### config.mk
export PLATFORM = sky130hd
export DESIGN_NAME = icache_mem_arbiter
export DESIGN_NICKNAME = d
export VERILOG_FILES = /design/src/rtl/kianv_arb_pkg.sv /design/src/rtl/icache_mem_arbiter.sv
export SDC_FILE = /design/constraint.sdc
export NUM_CORES = 1
export LEC_CHECK = 0
export CORE_AREA = 2 2 107 109
export CTS_CLUSTER_SIZE = 8
export DETAILED_ROUTE_END_ITERATION = 8
export DIE_AREA = 0 0 109 111
export PLACE_DENSITY_LB_ADDON = 0.15
export SYNTH_ARGS = -nofsm -noshare
export SYNTH_HDL_FRONTEND = slang
export SYNTH_SLANG_ARGS = --single-unit
### constraint.sdc
create_clock -name clk -period 1.6 [get_ports clk]
set_input_delay 0.16 -clock clk [delete_from_list [all_inputs] [get_ports clk]]
set_output_delay 0.16 -clock clk [all_outputs]
set_load 0.01 [all_outputs]
### src/rtl/kianv_arb_pkg.sv
// -----------------------------------------------------------------------------
// kianv_arb_pkg
//   Shared constants for the icache / data-port memory arbiter.
//   ARB_IDLE / ARB_GNT_I / ARB_GNT_D : arbiter FSM state encodings
//   ARB_WSTRB_W                      : width of the byte-strobe buses
// -----------------------------------------------------------------------------
package kianv_arb_pkg;

    localparam logic [1:0] ARB_IDLE  = 2'd0;
    localparam logic [1:0] ARB_GNT_I = 2'd1;
    localparam logic [1:0] ARB_GNT_D = 2'd2;

    localparam int ARB_WSTRB_W = 4;

endpackage

### src/rtl/icache_mem_arbiter.sv
// -----------------------------------------------------------------------------
// icache_mem_arbiter
//   Shares one valid/ready memory port between the icache refill port and the
//   CPU data port. Registered grant, one transaction at a time, fixed priority
//   with a starvation counter that forces a swap after STARVE_LIMIT
//   back-to-back preferred grants while the other port waits.
//
//   Ports
//     clk, resetn                 clock, synchronous active-low reset
//     ic_valid_i, ic_addr_i       icache refill request (read only)
//     ic_rdata_o, ic_ready_o      icache read data / completion pulse
//     dm_valid_i, dm_addr_i,
//     dm_wdata_i, dm_wstrb_i      CPU data request (wstrb 0 = read)
//     dm_rdata_o, dm_ready_o      CPU read data / completion pulse
//     mem_valid_o, mem_addr_o,
//     mem_wdata_o, mem_wstrb_o    muxed request towards memory
//     mem_rdata_i, mem_ready_i    memory response
// -----------------------------------------------------------------------------
module icache_mem_arbiter
    import kianv_arb_pkg::*;
#(
    parameter int PRIO_DATA    = 1,
    parameter int STARVE_LIMIT = 4
) (
    input  logic                   clk,
    input  logic                   resetn,
    input  logic                   ic_valid_i,
    input  logic [31:0]            ic_addr_i,
    output logic [31:0]            ic_rdata_o,
    output logic                   ic_ready_o,
    input  logic                   dm_valid_i,
    input  logic [31:0]            dm_addr_i,
    input  logic [31:0]            dm_wdata_i,
    input  logic [ARB_WSTRB_W-1:0] dm_wstrb_i,
    output logic [31:0]            dm_rdata_o,
    output logic                   dm_ready_o,
    output logic                   mem_valid_o,
    output logic [31:0]            mem_addr_o,
    output logic [31:0]            mem_wdata_o,
    output logic [ARB_WSTRB_W-1:0] mem_wstrb_o,
    input  logic [31:0]            mem_rdata_i,
    input  logic                   mem_ready_i
);

    localparam int              CNT_W     = $clog2(STARVE_LIMIT + 1);
    localparam logic [CNT_W-1:0] CNT_LIMIT = CNT_W'(STARVE_LIMIT);
    localparam bit              DATA_PREF = (PRIO_DATA != 0);

    logic [1:0]       state_q, state_d;
    logic [CNT_W-1:0] starve_q, starve_d;
    // Remembers whether the non-granted port was already waiting when the
    // current grant was made; decides increment vs. clear at completion.
    logic             other_wait_q, other_wait_d;

    logic             swap;
    logic             grant_data;

    // Read data is broadcast; each consumer qualifies it with its own ready.
    assign ic_rdata_o = mem_rdata_i;
    assign dm_rdata_o = mem_rdata_i;

    // State register
    always_ff @(posedge clk) begin
        if (!resetn) begin
            state_q      <= ARB_IDLE;
            starve_q     <= '0;
            other_wait_q <= 1'b0;
        end else begin
            state_q      <= state_d;
            starve_q     <= starve_d;
            other_wait_q <= other_wait_d;
        end
    end

    // Next-state logic
    always_comb begin
        state_d      = state_q;
        starve_d     = starve_q;
        other_wait_d = other_wait_q;
        swap         = (starve_q == CNT_LIMIT);
        grant_data   = DATA_PREF ? !swap : swap;
        case (state_q)
            ARB_IDLE: begin
                if (ic_valid_i && dm_valid_i) begin
                    state_d      = grant_data ? ARB_GNT_D : ARB_GNT_I;
                    other_wait_d = 1'b1;
                end else if (ic_valid_i) begin
                    state_d      = ARB_GNT_I;
                    other_wait_d = 1'b0;
                end else if (dm_valid_i) begin
                    state_d      = ARB_GNT_D;
                    other_wait_d = 1'b0;
                end
            end
            ARB_GNT_I, ARB_GNT_D: begin
                // A dropped valid abandons the transaction without touching
                // the counter; otherwise wait for the memory to complete.
                if (!((state_q == ARB_GNT_D) ? dm_valid_i : ic_valid_i)) begin
                    state_d = ARB_IDLE;
                end else if (mem_ready_i) begin
                    state_d = ARB_IDLE;
                    if (((state_q == ARB_GNT_D) == DATA_PREF) && other_wait_q) begin
                        if (starve_q != CNT_LIMIT) begin
                            starve_d = starve_q + 1'b1;
                        end
                    end else begin
                        starve_d = '0;
                    end
                end
            end
            default: state_d = ARB_IDLE;
        endcase
    end

    // Output mux: the grant alone steers the memory port.
    always_comb begin
        mem_valid_o = 1'b0;
        mem_addr_o  = '0;
        mem_wdata_o = '0;
        mem_wstrb_o = '0;
        ic_ready_o  = 1'b0;
        dm_ready_o  = 1'b0;
        case (state_q)
            ARB_GNT_I: begin
                mem_valid_o = ic_valid_i;
                mem_addr_o  = ic_addr_i;
                ic_ready_o  = mem_ready_i & ic_valid_i;
            end
            ARB_GNT_D: begin
                mem_valid_o = dm_valid_i;
                mem_addr_o  = dm_addr_i;
                mem_wdata_o = dm_wdata_i;
                mem_wstrb_o = dm_wstrb_i;
                dm_ready_o  = mem_ready_i & dm_valid_i;
            end
            default: ;
        endcase
    end

endmodule

# Word-level counts from Yosys, hierarchy flattened
# Cells that the tools add are included.
# classes
add_sub_neg	1
eq_ne	7
muxes	19
bitwise	2
n_reduce_logical	8
# ops
operator	n
$pmux W32 S2	1
$mux W32	1
$mux W2	6
$mux W1	6
$mux W3	2
$ne A3 B3 Y1 const B	2
$mux W4	1
$ne A4 B4 Y1 const B	1
$pmux W2 S2	1
$reduce_and A2 Y1	2
$reduce_and A4 Y1	1
$add A3 B1 Y3 const B	1
$eq A3 B3 Y1 const B	1
$reduce_bool A3 Y1	1
$and A1 B1 Y1	2
$eq A2 B1 Y1 const B	1
$eq A2 B2 Y1 const B	1
$logic_and A1 B1 Y1	2
$logic_not A2 Y1	1
$ne A2 B1 Y1 const B	1
$pmux W1 S2	1
$reduce_or A2 Y1	1
# word_totals
regBits	6
inputBits	137
out_inout_bits	135
elab_cells	40

# Depth between registers and ports, before layout
# Gate-level depths: netlist of run 1.
# logic_depth
ltp_word	4
depth_mapped	6
ltp_nobuf	5

# Worst setup path before layout of run 1
# No wires, ideal clock.
# synth_path
path_type	reg2out
from	register state_q[0]
to	output mem_addr_o[14]
arrival_time_ns	1.321
required_time_ns	1.440
path_slack_ns	0.119
stages_incl_launch_ff	7
path_buffers	2
path_cell_list	dfxtp_1 -> inv_1 -> ha_1 -> clkbuf_1 -> clkbuf_1 -> a22oi_1 -> nor2b_1
# synth_via
elab_chain_len	2
elab_cells_between_ends	3
classes_between	eq/ne (2); mux (1)
# synth_rtl
element	line_no	rtl
start, declared	icache_mem_arbiter.sv:49	logic [1:0] state_q, state_d;
start signal, assigned	icache_mem_arbiter.sv:69	state_q <= state_d;
$eq A2 B2 Y1 / $eq A2 B1 Y1 (equally long branches)	icache_mem_arbiter.sv:123	case (state_q)
$pmux W32 S2 (*)	icache_mem_arbiter.sv:123	
end, declared	icache_mem_arbiter.sv:38	output logic [31:0] mem_addr_o,
# Every way passes the cells marked *; elsewhere a longest branch is shown, timed or not.

# Final worst setup path of run 1
# layout_path
from	register state_q[1]
to	output mem_addr_o[4]
# The elaborated chain is that of the path after synthesis.

==> flow_metrics.env, run 1 <==
export IMPL_grt_setup_unrepaired="true"
export IMPL_ys_seq_area_frac=0.0731
export IMPL_grt_pass1_wl_um=10900
export IMPL_whs_ns=0.320
export IMPL_yosysTopAreaCellShare=0.292
export IMPL_final_util=0.330
export IMPL_p_leak_nw=1.50
export IMPL_synth_area_um2=1640
export IMPL_cp_depth=7
export IMPL_numCtsBuffers=3
export IMPL_cpLargestDelayFamily="buffers and inverters"
export IMPL_num_antenna_cells=0
export IMPL_seqCellArea_um2=128
export IMPL_period_share=1.06
export IMPL_crit_top_cell="buf_6"
export IMPL_grt_overflow=0
export IMPL_chipWidth_um=109
export IMPL_tightest_slew_ns=0.240
export IMPL_yosys_warnings=0
export IMPL_netlist_instances=231
export IMPL_grt_pass1_vias=2025
export IMPL_clockPowerShare=0.222
export IMPL_groute_usage_overall=0.117
export IMPL_layout_drive_gt1_share=0.464
export IMPL_cp_data_required_time_ns=1.44
export IMPL_first_iter_violations=69
export IMPL_place_inst=490
export IMPL_report_final_slew_viol_count=0
export IMPL_viasPerCell=3.98
export IMPL_hpwl_um=5830
export IMPL_first_pass_iters=4
export IMPL_maxCapViolations=0
export IMPL_synth_cell_types=26
export IMPL_setup_ws_ns=-0.0930
export IMPL_path_cells="buf_6 -> ha_4 -> buf_12 -> buf_8 -> a22oi_2 -> nor2b_4 -> buf_6"
export IMPL_dieArea_um2=12100
export IMPL_multiInputGateArea_um2=1230
export IMPL_cts_sinks=6
export IMPL_clock_tree_root_cell="clkbuf_16"
export IMPL_switchingPower_mw=0.563
export IMPL_status="finished with violations"
export IMPL_slew_headroom=0.839
export IMPL_p_sw_frac=0.302
export IMPL_wirelength_um=7740
export IMPL_start_util=0.148
export IMPL_min_period_ns=1.69
export IMPL_clock_path_buffers=2
export IMPL_nets=518
export IMPL_syn_to_final_growth_pct=123
export IMPL_fp_row_count=39
export IMPL_crit_type="reg -> out"
export IMPL_clk_pin_slew_ns=0.03
export IMPL_r2r_cells=6
export IMPL_die_h_um=111
export IMPL_synth_avg_cell_area_um2=7.12
export IMPL_critPathBufInv=4
export IMPL_core_area_um2=11100
export IMPL_path_max_fanout=6
export IMPL_max_stage_delay_ns=0.35
export IMPL_worst_setup_path_end_kind="output pin"
export IMPL_power_internal_mw=1.30
export IMPL_wl_per_cell_um=15.0
export IMPL_power_density_nw_per_um2=509
export IMPL_synth_seq_cells=6
export IMPL_violations="setup timing"
export IMPL_h_tree_depth=1
export IMPL_stdcell_count=516
export IMPL_antenna_found_initial=0
export IMPL_max_freq_ghz=0.591
export IMPL_ant_nets=0
export IMPL_clock_latency_ns=0.23
export IMPL_filler_cell_count=1189
export IMPL_gp_congestion=0.735
export IMPL_power_frac_seq=0.089
export IMPL_fin_skew_ns=0.00148
export IMPL_synth_top_area_cell="buf_4"
export IMPL_cp_start_kind="flip-flop"
export IMPL_cts_tree="built"
export IMPL_io_pins=272
export IMPL_drc_errors=0
export IMPL_grt_max_degree=22
export IMPL_cp_slowest_cell="dfxtp_4"
export IMPL_synth_area_leaders="buf_4 29%, a22oi_1 15%, and2_1 14%"
export IMPL_whs_path_depth=0
export IMPL_hp_class="in -> out"
export IMPL_io_buffers=175
export IMPL_synth_nets=374
export IMPL_pwr_share_comb=0.689
export IMPL_crit_arrival_ns=1.53
export IMPL_peakVddDrop_v=0.000293
export IMPL_finalSetupViolCount=23
export IMPL_hold_viol_final=0
export IMPL_vias=2055
-- sequential cells by signal (all words and copies together), names as in the netlist --
| signal | cells |
|---|---|
| starve_q | 3 |
| state_q | 2 |
| other_wait_q | 1 |
-- stage by stage --
step	cell area, um2	TNS, ns	power (mW)	worst slack (ns)
final	3660	-1.14	1.86	-0.0930
after detailed placement	3220	-13.10	1.13	-0.261
after global placement	3220	-12.71	1.14	-0.257
after global routing	3660	-2.41	1.96	-0.136
after CTS	3460	-1.63	1.78	-0.106
after floorplan	1640	0	0.680	0.119
-- power groups by stage --
stage                     registers (mW)  logic (mW)  clock network [mW]
after floorplan                    0.163       0.517                   0
after global placement             0.164       0.972                   0
after detailed placement           0.165       0.964                   0
after CTS                          0.167        1.19               0.419
after global routing               0.166        1.37               0.423
final                              0.165        1.28               0.413
-- layout make-up --
class / count / area share
tap: 143 / 0.0489
sequential: 6 / 0.0349
multi-input combinational: 138 / 0.337
clock buffer: 3 / 0.0205
timing repair buffer: 218 / 0.549
inverter: 8 / 0.0103
-- cells in the mapped netlist, drive strengths merged --
master,count
buf,67
and2,38
a22oi,33
nor2b,33
clkbuf,12
inv,8
nand2,7
dfxtp,6
ha,6
and3,3
o32ai,3
a21oi,2
nand4,2
o21ai,2
a211o,1
a311oi,1
a31o,1
a31oi,1
a32oi,1
mux2,1
nand3,1
nor2,1
o22ai,1
-- timing repair --
action	CTS	global route
hold buffers	0	0
gates cloned	6	0
setup endpoints to repair	76	38
pin swaps	8	13
resized for setup	275	90
setup buffers	13	7
-- cell families after synthesis --
logic type	after synthesis	synth area share
DFF	6	0.0731
adders and majority gates	6	0.0457
AOI/OAI and AO/OA	46	0.213
muxes	1	0.00913
and+or+nand+nor	85	0.312
buffers and inverters	87	0.347
-- routing by layer --
layer / routed length (um) / GRT usage
met1: 2480 / 0.110
met2: 4230 / 0.236
met3: 911 / 0.0317
met4: 124 / 0.0368
met5: 0 / 0
-- worst reg2reg max path, stage by stage (launching register included) --
cell and delay (ns):
dfxtp_4 0.35, buf_6 0.12, ha_4 0.18, buf_6 0.12
mux2_4 0.31, a31o_1 0.20, o32ai_2 0.24
-- path summary, 6_finish.rpt --
path / start / end / slack (ns)
max: state_q[1] / mem_addr_o[4] / -0.09
min: mem_rdata_i[20] / ic_rdata_o[20] / 0.32
max reg2reg: state_q[1] / state_q[1] / -0.02
min reg2reg: other_wait_q / other_wait_q / 0.47
-- layout by cell type (no fill, tap or decap), types with 2 or more instances in the layout --
master / synthesis / layout
clkdlybuf4s50_1: 0 / 104
buf_2: 3 / 44
and2_1: 38 / 32
a22oi_2: 0 / 28
nor2b_1: 33 / 26
buf_6: 0 / 25
clkbuf_2: 0 / 17
buf_4: 64 / 14
nand2_1: 7 / 7
inv_1: 8 / 6
and2_4: 0 / 6
a22oi_1: 33 / 5
nor2b_2: 0 / 4
ha_4: 0 / 4
dfxtp_1: 6 / 4
buf_12: 0 / 4
buf_8: 0 / 4
nor2b_4: 0 / 3
clkbuf_16: 0 / 3
buf_16: 0 / 3
o21ai_0: 2 / 2
a21oi_1: 2 / 2
nand4_1: 2 / 2
o32ai_2: 1 / 2
ha_1: 6 / 2
clkdlybuf4s15_1: 0 / 2
dfxtp_4: 0 / 2
Power figures use the tool's default switching activity.
==> run 2: changes to the inputs <==
--- a/config.mk
+++ b/config.mk
@@ -5,10 +5,12 @@
 export SDC_FILE = /design/constraint.sdc
 export NUM_CORES = 1
 export LEC_CHECK = 0
-export CORE_AREA = 2 2 107 109
+export CORE_AREA = 2 2 105 107
+export CTS_CLUSTER_DIAMETER = 100
 export CTS_CLUSTER_SIZE = 8
 export DETAILED_ROUTE_END_ITERATION = 8
-export DIE_AREA = 0 0 109 111
+export DIE_AREA = 0 0 107 109
+export DONT_BUFFER_PORTS = 1
 export PLACE_DENSITY_LB_ADDON = 0.15
 export SYNTH_ARGS = -nofsm -noshare
 export SYNTH_HDL_FRONTEND = slang
==> run 2 against run 1 <==
The flow now finishes without violations. Fmax rose by 6.9%. Clock power is 45% lower. Critical path depth fell by 1. Utilization is 16 points lower. Die area down 3.6%. Cell count down 39%. Design area is 50% lower. Largest power group unchanged.
==> flow_metrics.env, run 2 (synthesized netlist as in run 1, its figures left out) <==
export IMPL_crit_arrival_ns=1.42
export IMPL_io_buffers=0
export IMPL_p_sw_frac=0.380
export IMPL_core_area_um2=10600
export IMPL_grt_overflow=0
export IMPL_status="finished, final reports clean"
export IMPL_critPathBufInv=3
export IMPL_h_tree_depth=1
export IMPL_top_register="starve_q"
export IMPL_place_inst=311
export IMPL_preCtsSetupSlack_ns=0.0651
export IMPL_gp_congestion=0.752
export IMPL_worst_setup_path_end_kind="output pin"
export IMPL_cp_data_required_time_ns=1.44
export IMPL_groute_usage_overall=0.0788
export IMPL_path_cells="inv_4 -> ha_4 -> buf_8 -> buf_12 -> a22oi_1 -> nor2b_2"
export IMPL_r2r_end="state_q[1]"
export IMPL_vias=1370
export IMPL_chipWidth_um=107
export IMPL_final_cell_mix="38 x and2_1, 26 x nor2b_2, 19 x a22oi_2"
export IMPL_final_common_cell="and2_1"
export IMPL_max_stage_delay_ns=0.38
export IMPL_p_leak_nw=0.552
export IMPL_finalSetupViolCount=0
export IMPL_cts_hold_buf=0
export IMPL_path_max_fanout=15
export IMPL_antenna_found_initial=1
export IMPL_max_freq_ghz=0.631
export IMPL_die_h_um=109
export IMPL_clock_path_buffers=2
export IMPL_io_pins=272
export IMPL_slew_headroom=0.774
export IMPL_report_final_slew_viol_count=0
export IMPL_clock_tree_root_cell="clkbuf_8"
export IMPL_layout_drive_gt1_share=0.494
export IMPL_wl_per_cell_um=18.3
export IMPL_regToRegSetupSlack_ns=0.02
export IMPL_whs_ns=0.0933
export IMPL_drc_errors=0
export IMPL_reg_top3="starve_q x3, state_q x2, other_wait_q x1"
export IMPL_peakVddDrop_v=0.000195
export IMPL_hp_start="resetn"
export IMPL_ant_nets=0
export IMPL_largest_reg_flops=3
export IMPL_hpwl_um=4630
export IMPL_numCtsBuffers=3
export IMPL_clock_latency_ns=0.22
export IMPL_cp_slowest_cell="dfxtp_4"
export IMPL_grt_setup_unrepaired="true"
export IMPL_viasPerCell=4.32
export IMPL_syn_to_final_growth_pct=12.3
export IMPL_hp_class="in -> reg"
export IMPL_maxCapViolations=0
export IMPL_clockPowerShare=0.214
export IMPL_final_util=0.174
export IMPL_power_internal_mw=0.660
export IMPL_r2r_start="state_q[0]"
export IMPL_wirelength_um=5790
export IMPL_period_share=0.990
export IMPL_switchingPower_mw=0.404
export IMPL_fp_row_count=38
export IMPL_dieArea_um2=11700
export IMPL_total_power_mw=1.06
export IMPL_crit_type="reg -> out"
export IMPL_cp_start_kind="flip-flop"
export IMPL_first_pass_iters=4
export IMPL_grt_pass1_wl_um=6840
export IMPL_tightest_slew_ns=0.339
export IMPL_post_cts_buffers=0
export IMPL_min_period_ns=1.58
export IMPL_cts_sinks=6
export IMPL_stdcell_count=317
export IMPL_first_iter_violations=70
export IMPL_r2r_cells=5
export IMPL_cts_tree="built"
export IMPL_nets=321
export IMPL_clk_pin_slew_ns=0.04
export IMPL_cpLargestDelayFamily="flip-flops"
export IMPL_start_util=0.155
export IMPL_setup_ws_ns=0.0161
export IMPL_power_density_nw_per_um2=577
export IMPL_power_frac_seq=0.157
export IMPL_hold_path_end="state_q[1]"
export IMPL_whs_path_depth=2
export IMPL_fin_skew_ns=0.00164
export IMPL_pwr_share_comb=0.629
export IMPL_cp_depth=6
export IMPL_grt_pass1_vias=1228
export IMPL_grt_max_degree=38
export IMPL_hold_viol_final=0
run 2: cell types whose count changed in the layout (fill, tap and decap cells not counted), moves of 9 or more:
cell	before	now
clkbuf_2	17	0
buf_2	44	0
a22oi_1	5	14
nor2b_2	4	26
clkdlybuf4s50_1	104	0
a22oi_2	28	19
buf_6	25	6
nor2b_1	26	2
run 2: final cells by class:
type	instances	area (um2)
diodes	1	2.50
flip-flops and latches	6	128
fillers	1179	8760
well taps	140	175
clock buffers	3	41.3
inverters	8	35.0
multi-input cells	138	1190
repair buffers	21	273
run 2: metrics by stage:
stage / instance area [um2] / setup TNS (ns)
after floorplan: 1640 / 0
after global placement: 1460 / 0
after detailed placement: 1460 / 0
after CTS: 1610 / 0
after global routing: 1850 / -0.140
final: 1850 / 0
run 2: what timing repair did:
item / 4_1_cts / 5_1_grt
cloned: 0 / 2
resized for setup: 31 / 49
endpoints found under the hold margin: 0 / 0
setup endpoints to repair: 34 / 27
pin swaps: 0 / 3
run 2: per-layer routing:
metal | global-route usage | routed length, um | up-vias
met4 | 0.0417 | 170 | 0
met3 | 0.0281 | 623 | 12
li1 | - | - | 608
met2 | 0.147 | 3180 | 136
met1 | 0.0758 | 1810 | 614
met5 | 0 | 0 | -
run 2: worst max path at each step:
stage                           from        endpoint
final                     state_q[1]  mem_addr_o[11]
after global routing      state_q[0]      state_q[1]
after CTS                 state_q[0]   mem_addr_o[9]
after detailed placement  state_q[0]      state_q[1]
after global placement    state_q[1]   mem_addr_o[7]
after floorplan           state_q[0]  mem_addr_o[14]
run 2: power groups by stage:
stage	clock [mW]	combinational [mW]	sequential, mW
after global placement	0	0.499	0.166
after global routing	0.245	0.725	0.168
final	0.228	0.670	0.167
after CTS	0.234	0.545	0.167
after floorplan	0	0.517	0.163
after detailed placement	0	0.499	0.165
==> run 3: changes to the inputs <==
--- a/config.mk
+++ b/config.mk
@@ -5,6 +5,7 @@
 export SDC_FILE = /design/constraint.sdc
 export NUM_CORES = 1
 export LEC_CHECK = 0
+export ABC_AREA = 1
 export CORE_AREA = 2 2 105 107
 export CTS_CLUSTER_DIAMETER = 100
 export CTS_CLUSTER_SIZE = 8
==> constraint.sdc (replaced) <==
create_clock -name clk -period 1.85 [get_ports clk]
set_input_delay 0.185 -clock clk [delete_from_list [all_inputs] [get_ports clk]]
set_output_delay 0.185 -clock clk [all_outputs]
set_load 0.01 [all_outputs]
==> run 3 against run 2 <==
First-iteration DRC count is 30% lower. Sequential cell count unchanged. Power decreased by 32%. Combinational power shrank 44%. Sequential power down 11%. Synthesized area rose by 5.0%. Clock power shrank 10%. Synthesized cell count is 39% higher.
==> flow_metrics.env, run 3 <==
export IMPL_min_period_ns=1.75
export IMPL_status="finished, final reports clean"
export IMPL_start_util=0.163
export IMPL_synth_avg_cell_area_um2=5.36
export IMPL_path_cells="inv_1 -> ha_1 -> inv_2 -> buf_4 -> a21oi_1 -> buf_4"
export IMPL_max_freq_ghz=0.572
export IMPL_io_buffers=0
export IMPL_hp_class="in -> reg"
export IMPL_fin_skew_ns=0.00644
export IMPL_period_share=0.944
export IMPL_clock_latency_ns=0.23
export IMPL_viasPerCell=4.02
export IMPL_whs_path_depth=2
export IMPL_grt_pass1_wl_um=8290
export IMPL_r2r_cells=9
export IMPL_h_tree_depth=1
export IMPL_synth_most_common_cell="nand2_1"
export IMPL_syn_to_final_growth_pct=-15.4
export IMPL_final_common_cell="nand2_1"
export IMPL_startpoint="state_q[0]"
export IMPL_nets=401
export IMPL_stdcell_count=396
export IMPL_slew_headroom=0.810
export IMPL_top_register="starve_q"
export IMPL_vias=1590
export IMPL_cp_start_kind="flip-flop"
export IMPL_max_stage_delay_ns=0.35
export IMPL_r2r_end="starve_q[1]"
export IMPL_cts_sinks=6
export IMPL_first_iter_violations=49
export IMPL_crit_type="reg -> out"
export IMPL_worst_setup_path_end_kind="output pin"
export IMPL_switchingPower_mw=0.343
export IMPL_power_density_nw_per_um2=499
export IMPL_chipWidth_um=107
export IMPL_hpwl_um=5510
export IMPL_cts_tree="built"
export IMPL_pwr_share_comb=0.517
export IMPL_synthFlopType="dfxtp_1"
export IMPL_hp_start="resetn"
export IMPL_ant_nets=0
export IMPL_cts_hold_buf=0
export IMPL_die_h_um=109
export IMPL_report_final_slew_viol_count=0
export IMPL_power_frac_seq=0.203
export IMPL_multiInputGateArea_um2=856
export IMPL_async_flop_share=0
export IMPL_largest_reg_flops=3
export IMPL_place_inst=393
export IMPL_drc_errors=0
export IMPL_clockPowerShare=0.281
export IMPL_numCtsBuffers=3
export IMPL_groute_usage_overall=0.0944
export IMPL_synth_nets=465
export IMPL_total_power_mw=0.729
export IMPL_final_cell_mix="114 x nand2_1, 46 x inv_1, 36 x a21oi_1"
export IMPL_filler_cell_count=1265
export IMPL_crit_top_cell="buf_4"
export IMPL_power_internal_mw=0.386
export IMPL_clock_path_buffers=2
export IMPL_gp_congestion=0.703
export IMPL_setup_tns_final_ns=0
export IMPL_reg_top3="starve_q x3, state_q x2, other_wait_q x1"
export IMPL_cp_data_required_time_ns=1.66
export IMPL_synth_commonest_cells="114 x nand2_1, 67 x buf_4, 46 x inv_1"
export IMPL_wirelength_um=6210
export IMPL_regToRegSetupSlack_ns=0.45
export IMPL_cp_slowest_cell="dfxtp_1"
export IMPL_peakVddDrop_v=0.000111
export IMPL_critPathBufInv=4
export IMPL_yosys_warnings=0
export IMPL_antenna_found_initial=0
export IMPL_io_pins=272
export IMPL_grt_max_degree=24
export IMPL_synth_top_area_cell="buf_4"
export IMPL_synth_enable_flop_cells=0
export IMPL_synth_area_um2=1730
export IMPL_netlist_instances=322
export IMPL_grt_overflow=0
export IMPL_hold_path_end="starve_q[0]"
export IMPL_fp_row_count=38
export IMPL_maxCapViolations=0
export IMPL_num_antenna_cells=0
export IMPL_r2r_start="state_q[0]"
export IMPL_tightest_slew_ns=0.286
export IMPL_hold_viol_final=0
export IMPL_grt_pass1_vias=1465
export IMPL_clock_tree_root_cell="clkbuf_8"
export IMPL_core_area_um2=10600
export IMPL_p_leak_nw=0.763
export IMPL_yosysTopAreaCellShare=0.291
export IMPL_synth_area_leaders="buf_4 29%, nand2_1 25%, a21oi_1 11%"
export IMPL_p_sw_frac=0.471
export IMPL_first_pass_iters=6
export IMPL_wl_per_cell_um=15.7
export IMPL_cpLargestDelayFamily="buffers and inverters"
export IMPL_seqCellArea_um2=121
export IMPL_synth_cell_types=20
export IMPL_clk_pin_slew_ns=0.04
export IMPL_layout_drive_gt1_share=0.121
export IMPL_ys_seq_area_frac=0.0696
export IMPL_crit_arrival_ns=1.56
export IMPL_dieArea_um2=11700
export IMPL_finalSetupViolCount=0
export IMPL_synth_seq_cells=6
export IMPL_path_max_fanout=16
[run 3: worst max-delay path by stage]
stage / endpoint / slack, ns / cells past startpoint
2_1_floorplan: mem_addr_o[0] / 0.43 / 5
3_3_place_gp: mem_wstrb_o[1] / 0.28 / 5
3_5_place_dp: mem_wstrb_o[1] / 0.30 / 5
4_1_cts: mem_wstrb_o[1] / 0.05 / 5
5_1_grt: mem_addr_o[31] / -0.004 / 6
6_report: mem_addr_o[31] / 0.10 / 6
[run 3: kinds of logic (layout without fill, tap and decap cells)]
family	after synthesis	count (layout)	synth area share
AND/OR/NAND/NOR	140	140	0.333
buffers and inverters	130	64	0.438
AO/OA/AOI/OAI	40	40	0.116
adder cells (fa/ha/maj)	6	6	0.0435
flip-flops	6	6	0.0696
[run 3: area by class of cell]
class / instances / share of cell area
multi-input cells: 186 / 0.586
inverters: 51 / 0.131
well taps: 140 / 0.120
flip-flops and latches: 6 / 0.0831
repair buffers: 10 / 0.0514
clock buffers: 3 / 0.0283
[run 3: timing repair]
action                     4_1_cts  5_1_grt
setup buffers                    0        0
gates resized for setup          0        3
setup endpoints to repair        0       31
[run 3: power by group through the flow]
stage	combinational [mW]	clock (mW)	sequential [mW]
2_1_floorplan	0.448	0	0.147
3_3_place_gp	0.380	0	0.149
3_5_place_dp	0.381	0	0.149
4_1_cts	0.382	0.210	0.147
5_1_grt	0.424	0.230	0.149
6_report	0.377	0.205	0.148
[run 3: through the flow]
step | cell area, um2 | hold WS [ns] | util | setup slack [ns]
6_report | 1460 | 0.0992 | 0.138 | 0.103
4_1_cts | 1450 | 0.0930 | 0.137 | 0.0461
3_3_place_gp | 1410 | 0.330 | 0.133 | 0.284
2_1_floorplan | 1730 | 0.321 | - | 0.432
3_5_place_dp | 1410 | 0.329 | 0.133 | 0.295
5_1_grt | 1460 | 0.0859 | 0.138 | -0.00370
[run 3: metal layers]
| layer | up-vias | global-route usage | routed length (um) |
|---|---|---|---|
| met3 | 30 | 0.0418 | 748 |
| met4 | 0 | 0.0547 | 214 |
| met5 | - | 0 | 0 |
| li1 | 755 | - | - |
| met2 | 119 | 0.159 | 3020 |
| met1 | 686 | 0.0980 | 2220 |
